==> src/rtl/seq_pkg.sv <==
// Shared types and sizes for the seq_playback LED sequencer.
// Holds the playback state enum, word/element sizes and the element-select helper.
package seq_pkg;

  localparam int NIBBLE_W = 4;
  localparam int WORD_W   = 64;
  localparam int MAX_ELEM = 16;
  localparam int STEP_W   = $clog2(MAX_ELEM);
  localparam int CNT_W    = 16;

  typedef enum logic [1:0] {
    IDLE = 2'd0,
    ON   = 2'd1,
    OFF  = 2'd2,
    DONE = 2'd3
  } state_t;

  // Element k lives in bits [4k+3:4k] of the packed sequence word.
  function automatic logic [NIBBLE_W-1:0] elem_of(input logic [WORD_W-1:0] word,
                                                  input logic [STEP_W-1:0] idx);
    return word[idx*NIBBLE_W +: NIBBLE_W];
  endfunction

endpackage

==> src/rtl/seq_timer.sv <==
// Loadable down-counter with a zero flag; a load of N makes zero rise after N cycles
// (counter holds N-1 and stops at 0, so it never wraps).
module seq_timer
  import seq_pkg::*;
#(
  parameter int W = CNT_W
) (
  input  logic         clk,
  input  logic         rst_n,
  input  logic         load,
  input  logic [W-1:0] load_val,
  output logic         zero
);

  logic [W-1:0] cnt_q;

  always_ff @(posedge clk or negedge rst_n) begin
    if (!rst_n) begin
      cnt_q <= '0;
    end else if (load) begin
      cnt_q <= (load_val == '0) ? '0 : load_val - 1'b1;
    end else if (cnt_q != '0) begin
      cnt_q <= cnt_q - 1'b1;
    end
  end

  assign zero = (cnt_q == '0);

endmodule

==> src/rtl/seq_playback.sv <==
// Plays up to 16 packed 4-bit patterns on led, each for ON_CYCLES then blanked for OFF_CYCLES.
// Build macro SEQ_PLAYBACK_GAP_EN enables the blank OFF gap; without it elements play back to back.
module seq_playback
  import seq_pkg::*;
#(
  parameter int ON_CYCLES  = 50,
  parameter int OFF_CYCLES = 25
) (
  input  logic                clk,
  input  logic                R,
  input  logic                start,
  input  logic                abort,
  input  logic [STEP_W-1:0]   len,
  input  logic [WORD_W-1:0]   data,
  output logic [NIBBLE_W-1:0] led,
  output logic [STEP_W-1:0]   step,
  output logic                busy,
  output logic                done,
  output logic [NIBBLE_W-1:0] mvp,
  output state_t              dbg_state
);

  // start is a level request with no ready: it is taken only in IDLE (and only with abort low),
  // acceptance shows as busy on the following cycle; abort is honoured in every state.

  state_t              state_q, state_d;
  logic [STEP_W-1:0]   step_q, step_d;
  logic [STEP_W-1:0]   len_q;
  logic [WORD_W-1:0]   word_q;
  logic                capture;
  logic                timer_load;
  logic [CNT_W-1:0]    timer_val;
  logic                timer_zero;

  always_comb begin
    state_d = state_q;
    step_d  = step_q;
    capture = 1'b0;
    case (state_q)
      IDLE: begin
        if (start && !abort) begin
          state_d = ON;
          step_d  = '0;
          capture = 1'b1;
        end
      end
      ON: begin
        if (abort) begin
          state_d = IDLE;
          step_d  = '0;
        end else if (timer_zero) begin
`ifdef SEQ_PLAYBACK_GAP_EN
          state_d = OFF;
`else
          if (step_q == len_q) begin
            state_d = DONE;
          end else begin
            state_d = ON;
            step_d  = step_q + 1'b1;
          end
`endif
        end
      end
`ifdef SEQ_PLAYBACK_GAP_EN
      OFF: begin
        if (abort) begin
          state_d = IDLE;
          step_d  = '0;
        end else if (timer_zero) begin
          if (step_q == len_q) begin
            state_d = DONE;
          end else begin
            state_d = ON;
            step_d  = step_q + 1'b1;
          end
        end
      end
`endif
      DONE: begin
        state_d = IDLE;
        step_d  = '0;
      end
      default: begin
        state_d = IDLE;
        step_d  = '0;
      end
    endcase
  end

  // Every state entry (including ON->ON on a new element) reloads the duration counter.
  always_comb begin
    timer_load = (state_d != state_q) || (step_d != step_q);
    case (state_d)
      ON:      timer_val = CNT_W'(ON_CYCLES);
      OFF:     timer_val = CNT_W'(OFF_CYCLES);
      default: timer_val = CNT_W'(1);
    endcase
  end

  seq_timer #(.W(CNT_W)) u_timer (
    .clk      (clk),
    .rst_n    (R),
    .load     (timer_load),
    .load_val (timer_val),
    .zero     (timer_zero)
  );

  always_ff @(posedge clk or negedge R) begin
    if (!R) begin
      state_q <= IDLE;
      step_q  <= '0;
      len_q   <= '0;
      word_q  <= '0;
    end else begin
      state_q <= state_d;
      step_q  <= step_d;
      if (capture) begin
        len_q  <= len;
        word_q <= data;
      end
    end
  end

  assign led       = (state_q == ON) ? elem_of(word_q, step_q) : '0;
  assign step      = step_q;
  assign busy      = (state_q == ON) || (state_q == OFF);
  assign done      = (state_q == DONE);
  assign mvp       = word_q[WORD_W-1 -: NIBBLE_W];
  assign dbg_state = state_q;

endmodule

==> config.mk <==
export PLATFORM = sky130hd
export DESIGN_NAME = seq_playback
export DESIGN_NICKNAME = d
export VERILOG_FILES = /design/src/rtl/seq_pkg.sv /design/src/rtl/seq_timer.sv /design/src/rtl/seq_playback.sv
export SDC_FILE = /design/constraint.sdc
export NUM_CORES = 1
export LEC_CHECK = 0
export CAP_MARGIN = 20
export CORE_MARGIN = 5
export CORE_UTILIZATION = 52
export DETAILED_ROUTE_END_ITERATION = 8
export PLACE_DENSITY_LB_ADDON = 0.15
export SETUP_SLACK_MARGIN = 0.15
export SLEW_MARGIN = 20
export SYNTH_ARGS = -nofsm -noshare
export SYNTH_HDL_FRONTEND = slang
export SYNTH_SLANG_ARGS = --single-unit
==> constraint.sdc <==
create_clock -name clk -period 4.1 [get_ports clk]
set_input_delay 0.41 -clock clk [delete_from_list [all_inputs] [get_ports clk]]
set_output_delay 0.41 -clock clk [all_outputs]
set_load 0.1 [all_outputs]
; ---- After elaboration in Yosys (flattened, before gate mapping)
; Index checks and enable logic that the tools add are counted.
[word_totals]
reg_bits = 90
latch_bits = 0
ramBits = 0
romBits = 0
in_bits = 72
out_inout_bits = 16
elab_cells = 43
memories = 0
[classes]
addsub = 3
mul = 0
div = 0
n_lt_le_gt_ge = 0
eq_ne = 8
n_shift = 1
n_mux = 17
n_bitwise = 0
reduce_logical = 9
[ops]
columns = op, n
row1 = variable part select 64 x 7 -> 4 bit, 1
row2 = 2-to-1 mux 16 bit, 3
row3 = zero test 16 bit, 2
row4 = 2-to-1 mux 4 bit, 5
row5 = nonzero test 16 bit, 1
row6 = subtractor 16 x 1 -> 16 bit (second input constant), 1
row7 = one-hot mux 6 bit (2 select lines), 1
row8 = 2-to-1 mux 2 bit, 4
row9 = one-hot mux 4 bit (2 select lines), 1
row10 = subtractor 6 x 1 -> 7 bit (second input constant), 1
row11 = == test 2 bit (second input constant), 3
row12 = adder 4 x 1 -> 4 bit (second input constant), 1
row13 = == test 2 x 1 -> 1 bit (second input constant), 2
row14 = == test 4 bit, 1
row15 = != test 4 bit, 1
row16 = one-hot mux 2 bit (2 select lines), 1
row17 = zero test 2 bit, 1
row18 = logical OR 1 bit, 2
row19 = 2-to-1 mux 1 bit, 2
row20 = != test 2 bit, 1
row21 = nonzero test 2 bit, 1
row22 = logical AND 1 bit, 1
row23 = zero test 1 bit, 1

; ---- Logic depth before layout (Yosys ltp)
; Gate-level depths: netlist (run 1).
[logic_depth]
depth_word = 10
ltp_mapped = 14
mapped_depth_nobuf = 14

; ---- By module
; From an unflattened synthesis (run 1), not the netlist that was laid out.
[unflattened]
hier_cells = 391
area_unflattened_um2 = 4963.5
[by_module_without_submodules]
columns = module, instances, cells_each, area_each_um2, seq_area_each_um2
row1 = seq_playback, 1, 258, 3749.8, 1851.8
row2 = seq_timer, 1, 133, 1213.7, 400.4

; ---- Least setup slack after synthesis (run 1)
; No wires, ideal clock.
[synth_path]
kind = register to register
start = reg state_q[0], in the netlist dbg_state[0]
end = reg u_timer.cnt_q[2]
setup_ns = 0.127
t_arrival_ns = 3.502
required_time_ns = 3.973
path_slack_ns = 0.470
path_stages_with_launch = 14
path_buffers = 2
period_less_slack_ns = 3.630
cell_sequence = dfrtp_1 inv_1 ha_1 nand2_1 buf_1 clkbuf_1 o21a_1 inv_1 ha_1 inv_1 ha_1 nand3_1 and2_1 mux2_1
[synth_via]
elab_chain_cells = 8
word_cells_on_any_way = 18
classes_between = add/sub: 1 / eq/ne: 5 / mux: 8 / reduce/logical: 4
[synth_rtl]
columns = element, line
row1 = "start, declared", seq_playback.sv:26  ; state_t state_q, state_d;
row2 = "start signal, assigned", seq_playback.sv:115  ; state_q <= state_d;
row3 = 2-to-1 mux 2 bit, seq_playback.sv:51  ; end else if (timer_zero) begin
row4 = 2-to-1 mux 2 bit, seq_playback.sv:48  ; if (abort) begin
row5 = one-hot mux 2 bit (2 select lines) *, seq_playback.sv:39  ; case (state_q)
row6 = named net state_d[0], seq_playback.sv:26
row7 = == test 2 bit or == test 2 x 1 -> 1 bit (tied branches), seq_playback.sv:93  ; case (state_d)
row8 = one-hot mux 6 bit (2 select lines), seq_playback.sv:93
row9 = subtractor 6 x 1 -> 7 bit or zero test 16 bit (tied branches), seq_timer.sv:21  ; cnt_q <= (load_val == '0) ? '0 : load_val - 1'b1;
row10 = 2-to-1 mux 16 bit, seq_timer.sv:21
row11 = 2-to-1 mux 16 bit, seq_timer.sv:20  ; end else if (load) begin
row12 = "end signal, assigned", seq_timer.sv:21
row13 = "end signal, assigned", seq_timer.sv:23  ; cnt_q <= cnt_q - 1'b1;
row14 = "end, declared", seq_timer.sv:15  ; logic [W-1:0] cnt_q;
; The timed path passes the listed nets; every way through them passes the cells marked *.
; A chain may end at the register's enable or synchronous reset.

; ---- Worst setup path in the final report (run 1)
[layout_path]
start = reg step_q[0], in the netlist step[0]
end = out led[1]
[layout_via]
elab_chain_cells = 2
[layout_rtl]
columns = element, line
row1 = "start, declared", seq_playback.sv:27  ; logic [STEP_W-1:0] step_q, step_d;
row2 = "start signal, assigned", seq_playback.sv:116  ; step_q <= step_d;
row3 = variable part select 64 x 7 -> 4 bit, seq_pkg.sv:21  ; return word[idx*NIBBLE_W +: NIBBLE_W];
row4 = 2-to-1 mux 4 bit, seq_playback.sv:124  ; assign led = (state_q == ON) ? elem_of(word_q, step_q) : '0;
row5 = "end, declared", seq_playback.sv:15  ; output logic [NIBBLE_W-1:0] led,
; No other way between the ends.

==> impl_metrics.py, run 1 <==
metrics = {
    "die": {
        "pin_count": 88,
        "start_util_pct": 52.8,
        "dieArea_um2": 10700,
        "die_h_um": 104,
        "rows": 34,
        "coreArea_um2": 8640,
        "die_w_um": 104,
    },
    "sta": {
        "timing.final.hold_violations": 0,
        "slew_headroom_pct": 35.0,
        "rsz0062_at_grt": "false",
        "setup_viol": 0,
        "fin_skew_ns": 0.00834,
        "drv_slew": 0,
        "hold_ws_ns": 0.508,
        "finalSetupTns_ns": 0,
        "worstMarginPinSlew_ns": 0.972,
        "finalCriticalPeriod_ns": 3.22,
        "min_period_over_period_pct": 78.5,
        "fmax_mhz": 311,
    },
    "logic_synthesis": {
        "synth_edf_count": 0,
        "synth.most_common_cell": "dfrtp_1",
        "ys_ff_latch": 90,
        "netlist_area_um2": 4560,
        "synthAdderAreaFrac_pct": 2.74,
        "synth_flop_cell": "dfrtp_1",
        "synth-xor-area-share_pct": 3.07,
        "syn-num-nets": 416,
        "synth.distinct_cells": 48,
        "ys_top_cells_by_count": "dfrtp_1 (90), mux2_2 (69), nor2_1 (23)",
        "yosysSeqAreaShare_pct": 49.4,
        "synth.area.top_cells": "dfrtp_1 (49%), mux2_2 (17%), mux4_2 (9.9%)",
        "syn_inst": 334,
        "synth_top_family_by_area": "multiplexers",
        "synth-simple-area-share_pct": 10.1,
        "synth_top_area_share_pct": 49.4,
        "postSynth.asyncResetShare_pct": 100,
        "synth_compound_area_share_pct": 4.11,
        "syn_avg_cell_area_um2": 13.7,
        "synth_mux_area_share_pct": 27.8,
        "ys.warnings.count": 0,
        "synth_top_cell_by_area": "dfrtp_1",
    },
    "setup_path": {
        "cp_cell_sequence": "buf_4 -> mux4_2 -> mux4_2 -> and2_1 -> buf_4",
        "path_buf_inv": 2,
        "crit-reg2reg-launch": "u_timer.cnt_q[0]",
        "rrSetupSlack_ns": 1.07,
        "worstSetupPathType": "flip-flop to output port",
        "timing.rr.end": "u_timer.cnt_q[2]",
        "worstRegToRegCells": 11,
        "slowest_stage": "dfrtp_1",
        "arrival_ns": 2.81,
        "startpoint_type": "flip-flop",
        "end_kind": "output port",
        "cpLargestDelayFamily": "multiplexers",
        "slowest_delay_ns": 0.62,
        "cp.required_ns": 3.69,
        "crit_start": "step[0]",
        "crit_fanout": 17,
    },
    "worst_hold_path": {
        "holdCritPathClass": "flip-flop to flip-flop",
        "hold_path_end": "word_q[43]",
        "hp-start": "word_q[43]",
        "holdPathStages": 1,
    },
    "finish": {
        "area_growth_pct": 24.8,
        "nets": 500,
        "stdcell_count": 531,
        "drive_gt1_share_pct": 30.5,
        "final_area_um2": 5690,
        "diodes": 0,
        "fin_util_pct": 65.9,
    },
    "power_and_ir_drop": {
        "clkPwrFrac_pct": 13.8,
        "combinationalPowerShare_pct": 45.8,
        "p_int_mw": 2.33,
        "p_sw_share_pct": 39.3,
        "seq_power_share_pct": 40.3,
        "p_switching_mw": 1.51,
        "leakage_nw": 2.37,
        "ir_drop_mv": 0.462,
        "p_per_area_nw_per_um2": 676,
    },
    "cts": {
        "post_cts_resize_count": 0,
        "cts_buffers": 9,
        "cts_tree": "yes",
        "clock_path_buffers": 2,
        "clk_latency_ns": 0.34,
        "htreeDepth": 3,
        "clk_root_buffer_cell": "clkbuf_8",
        "clkTransAtPathRegs_ns": 0.09,
        "cts.sinks": 90,
    },
    "placement": {
        "io_buffers": 87,
        "gp_congestion": 0.830,
        "dp_hpwl_mm": 6.95,
        "placedInstanceArea_um2": 5510,
        "place_inst": 514,
    },
    "route": {
        "postRouteAntennaNets": 0,
        "drc": 0,
        "totalWireLength_mm": 9.51,
        "vias_per_cell": 5.58,
        "wire_per_inst_um": 17.9,
        "drt_iter0_drc": 207,
        "drt_pre_antenna_iters": 4,
        "num_vias": 2962,
    },
    "grt": {
        "grt-ovfl-total": 0,
        "grt_pass1_wl_mm": 16.3,
        "grt_max_degree": 69,
        "grt_pass1_vias": 3140,
        "grtUsageTotal_pct": 18.6,
        "antenna_found_initial": 0,
    },
    "outcome": {
        "status": "completed",
    },
    "job": {
        "cap_violations": 0,
    },
}
[layout by cell type, fill, tap and decap left out, types with 4 or more instances in the layout]
cell type and instances:
a21oi_1 6, and2_1 5, buf_4 9, clkbuf_8 9, clkdlybuf4s50_1 81, dfrtp_1 90, ha_1 10, inv_1 9
mux2_2 69, mux4_2 20, nand2_1 9, nand2b_1 5, nand3_1 4, nor2_1 23, o21ai_0 4, xnor2_1 10
xor2_1 6
[stage by stage]
| stage | power [mW] | setup WS [ns] |
|---|---|---|
| global route | 4.11 | 0.670 |
| finish | 3.85 | 0.882 |
| detailed placement | 3.34 | 1.09 |
| CTS | 3.89 | 0.792 |
| global placement | 3.29 | 1.22 |
| floorplan | 2.92 | 0.470 |
[worst reg2reg max path: cells and delay by family, from the launching register on]
kind / cells / cell delay (ns)
AOI/OAI and AO/OA: 1 / 0.31
adders and majority gates: 3 / 0.66
buffers and inverters: 1 / 0.09
DFF: 1 / 0.39
muxes: 1 / 0.28
and+or+nand+nor: 5 / 1.19
[flip-flops by register name (all words and copies together), names as in the netlist]
register and flops:
word_q 64, u_timer.cnt_q 16, len_q 4, step 4, dbg_state 2
[worst max-delay path by stage]
stage          depth (start not counted)                to  slack (ns)
2_1_floorplan                         13  u_timer.cnt_q[2]        0.47
3_3_place_gp                          11  u_timer.cnt_q[2]        1.22
3_5_place_dp                          11  u_timer.cnt_q[2]        1.09
4_1_cts                                5            led[0]        0.79
5_1_grt                                5            led[2]        0.67
6_report                               5            led[1]        0.88
[final cells by class]
type | count | area [um2]
Timing Repair Buffer | 92 | 916
Inverter | 9 | 33.8
Clock buffer | 10 | 128
Multi-Input combinational cell | 216 | 2190
Tap cell | 108 | 135
Clock inverter | 6 | 42.5
Sequential cell | 90 | 2250
Fill cell | 661 | 2940
[metal layers]
metal	vias to the layer above	part of all wire, %	global-route usage (%)
li1	1379	-	-
met1	1493	47	26.8
met2	84	48	29.1
met3	6	4.3	3.48
met4	0	0.81	5.00
met5	-	0	0
[logic make-up after synthesis]
| logic type | after synthesis |
|---|---|
| mux | 93 |
| flops | 90 |
| simple gates | 72 |
| buf+inv | 28 |
| compound gates | 25 |
| xor+xnor | 16 |
| fa+ha+maj | 10 |
[timing repair]
action	in CTS	in global routing
hold endpoints to repair	4	0
buffers inserted	0	0
hold buffers	1	0
[power groups by stage]
| stage | combinational (mW) | sequential (mW) | clock, mW |
|---|---|---|---|
| after floorplan | 1.39 | 1.53 | 0 |
| after global placement | 1.74 | 1.55 | 0 |
| after detailed placement | 1.78 | 1.57 | 0 |
| after CTS | 1.78 | 1.55 | 0.557 |
| after global routing | 1.91 | 1.61 | 0.590 |
| final | 1.76 | 1.55 | 0.533 |
Power figures use the tool's default switching activity.
==> run 2: changes to the inputs <==
--- a/config.mk
+++ b/config.mk
@@ -7,7 +7,7 @@
 export LEC_CHECK = 0
 export CAP_MARGIN = 20
 export CORE_MARGIN = 5
-export CORE_UTILIZATION = 52
+export CORE_UTILIZATION = 47
 export DETAILED_ROUTE_END_ITERATION = 8
 export PLACE_DENSITY_LB_ADDON = 0.15
 export SETUP_SLACK_MARGIN = 0.15
==> constraint.sdc (replaced) <==
create_clock -name clk -period 2.85 [get_ports clk]
set_input_delay 0.285 -clock clk [delete_from_list [all_inputs] [get_ports clk]]
set_output_delay 0.285 -clock clk [all_outputs]
set_load 0.1 [all_outputs]
==> run 2 against run 1 <==
Net effect:
- sequential power up 45%
- cell area up 7.2%
- non-clock buffer count up 20
- via count up 3.1%
- core utilization down 2.6 points
- critical path type unchanged
- largest cell class is now multi-input combinational cells
- largest power group unchanged
- highest routed layer unchanged
==> impl_metrics.py, run 2 (same netlist as run 1, synthesis figures left out) <==
metrics = {
    "finish": {
        "largest_reg_flops": 64,
        "final_area_um2": 6100,
        "drive_gt1_share_pct": 40.9,
        "regMostFlops": "word_q",
        "area_growth_pct": 33.8,
        "diodes": 0,
        "reg_top3": "word_q: 64 flops, u_timer.cnt_q: 16 flops",
        "final_common_cell": "dfrtp_1",
        "seqCellArea_um2": 2270,
        "nFillCells": 787,
        "final_cell_mix": "dfrtp_1 (84), clkdlybuf4s50_1 (70), mux2_2 (69), buf_4 (32), nor2_1 (21)",
        "multi_input_area_um2": 2280,
        "nets": 520,
    },
    "setup_path": {
        "endpoint": "led[1]",
        "cpLargestDelayFamily": "multiplexers",
        "cp_num_cells": 6,
        "slowest_delay_ns": 0.55,
        "crit_fanout": 5,
        "slowest_stage": "dfrtp_4",
        "crit-reg2reg-launch": "u_timer.cnt_q[8]",
        "cp_cell_sequence": "buf_6 -> buf_16 -> mux4_2 -> mux4_2 -> and2_4 -> buf_12",
        "startpoint_type": "flip-flop",
        "cp.required_ns": 2.57,
        "path_common_cell": "mux4_2",
        "path_buf_inv": 3,
        "crit_start": "step[0]",
        "rrSetupSlack_ns": 0.21,
        "end_kind": "output port",
        "worstRegToRegCells": 9,
        "arrival_ns": 2.39,
        "timing.rr.end": "u_timer.cnt_q[2]",
        "worstSetupPathType": "flip-flop to output port",
    },
    "sta": {
        "slew_headroom_pct": 42.5,
        "finalCriticalPeriod_ns": 2.67,
        "min_period_over_period_pct": 93.8,
        "drv_slew": 0,
        "timing.final.hold_violations": 0,
        "fin_skew_ns": 0.00986,
        "rsz0062_at_grt": "true",
        "fmax_mhz": 374,
        "worstMarginPinSlew_ns": 0.862,
        "finalSetupTns_ns": 0,
        "setup_viol": 0,
    },
    "cts": {
        "clk_latency_ns": 0.36,
        "htreeDepth": 3,
        "clock_path_buffers": 2,
        "cts.sinks": 90,
        "clkTransAtPathRegs_ns": 0.09,
        "clk_root_buffer_cell": "clkbuf_8",
        "cts_buffers": 9,
        "cts_tree": "yes",
    },
    "placement": {
        "placedInstanceArea_um2": 5640,
        "dp_hpwl_mm": 7.04,
        "io_buffers": 87,
        "gp_congestion": 0.794,
    },
    "route": {
        "postRouteAntennaNets": 0,
        "wire_per_inst_um": 17.3,
        "drc": 0,
        "totalWireLength_mm": 9.99,
        "num_vias": 3054,
        "drt_iter0_drc": 202,
        "vias_per_cell": 5.30,
        "drt_pre_antenna_iters": 5,
    },
    "grt": {
        "grt_pass1_wl_mm": 16.4,
        "grtUsageTotal_pct": 18.2,
        "antenna_found_initial": 0,
        "grt_pass1_vias": 3159,
        "grt_max_degree": 69,
        "grt-ovfl-total": 0,
    },
    "die": {
        "coreArea_um2": 9640,
        "die_h_um": 109,
        "die_w_um": 109,
        "pin_count": 88,
        "start_util_pct": 47.3,
        "dieArea_um2": 11800,
        "rows": 36,
    },
    "outcome": {
        "status": "completed",
    },
    "power_and_ir_drop": {
        "leakage_nw": 2.54,
        "ir_drop_mv": 0.536,
        "p_per_area_nw_per_um2": 988,
    },
    "worst_hold_path": {
        "holdCritPathClass": "input port to async pin",
    },
    "job": {
        "cap_violations": 0,
    },
}
run 2: changes by cell type in the layout (fill, tap and decap cells not counted), sizes merged:
cell / previous run / this run
buf: 10 / 41
bufinv: 0 / 1
clkdlybuf4s50: 81 / 70
clkinv: 3 / 2
clkinvlp: 2 / 0
inv: 10 / 12
run 2: worst register-to-register path, delay by kind of cell (launching register included):
kind / cells / cell delay (ns)
flip-flops: 1 / 0.46
buffers and inverters: 1 / 0.09
AND/OR/NAND/NOR: 5 / 1.13
AO/OA/AOI/OAI: 1 / 0.28
adder cells (fa/ha/maj): 1 / 0.28
multiplexers: 1 / 0.28
run 2: report_power, final:
part | internal, mW | switching (mW)
registers | 1.86 | 0.390
logic | 1.41 | 1.45
clock network | 0.442 | 0.481
run 2: area by class of cell:
| type | instances | share of cell area (%) |
|---|---|---|
| Sequential cell | 90 | 37.2 |
| Multi-Input combinational cell | 216 | 37.4 |
| Tap cell | 133 | 2.73 |
| Timing Repair Buffer | 112 | 18.6 |
| Clock inverter | 6 | 1.19 |
| Clock buffer | 10 | 2.26 |
| Inverter | 9 | 0.554 |
run 2: metrics by stage:
| step | worst slack (ns) | cells | hold slack [ns] | power, mW | util, % |
|---|---|---|---|---|---|
| 5_1_grt | 0.108 | 576 | 0.492 | 6.41 | 63.3 |
| 3_3_place_gp | 0.136 | 546 | 0.325 | 4.84 | 58.5 |
| 3_5_place_dp | 0.0647 | 546 | 0.330 | 4.94 | 58.5 |
| 2_1_floorplan | 0.130 | 334 | -0.0106 | 4.22 | - |
| 6_report | 0.178 | 576 | 0.453 | 6.03 | 63.3 |
| 4_1_cts | 0.151 | 568 | 0.475 | 5.95 | 62.0 |
run 2: layer usage:
layer	up-vias	global-route usage, %	routed length, um
met3	10	5.73	588
met4	0	4.60	98
met1	1549	22.9	4200
met2	77	30.6	5100
met5	-	0	0
li1	1418	-	-
run 2: what timing repair did:
action                                 CTS  global route
pin swaps                                2            11
gates resized for setup                 15            12
cloned                                   2             0
endpoints found under the hold margin   44             0
setup endpoints to repair                5            11
buffers inserted                         3             8
hold buffers                             1             0
run 2: worst min-delay path by stage:
stage | from | slack, ns | to | depth (start not counted)
final | R | 0.45 | word_q[6] | 2
after global routing | R | 0.49 | word_q[6] | 2
after CTS | R | 0.48 | word_q[6] | 2
after detailed placement | R | 0.33 | word_q[6] | 1
after global placement | R | 0.33 | word_q[6] | 1
after floorplan | R | -0.01 | len_q[0] | 0
==> run 3: changes to the inputs <==
--- a/config.mk
+++ b/config.mk
@@ -5,6 +5,7 @@
 export SDC_FILE = /design/constraint.sdc
 export NUM_CORES = 1
 export LEC_CHECK = 0
+export ABC_CLOCK_PERIOD_IN_PS = 2850
 export CAP_MARGIN = 20
 export CORE_MARGIN = 5
 export CORE_UTILIZATION = 47
==> results of run 3 <==
The final DEF is identical to that of run 2; final timing and power are the same.
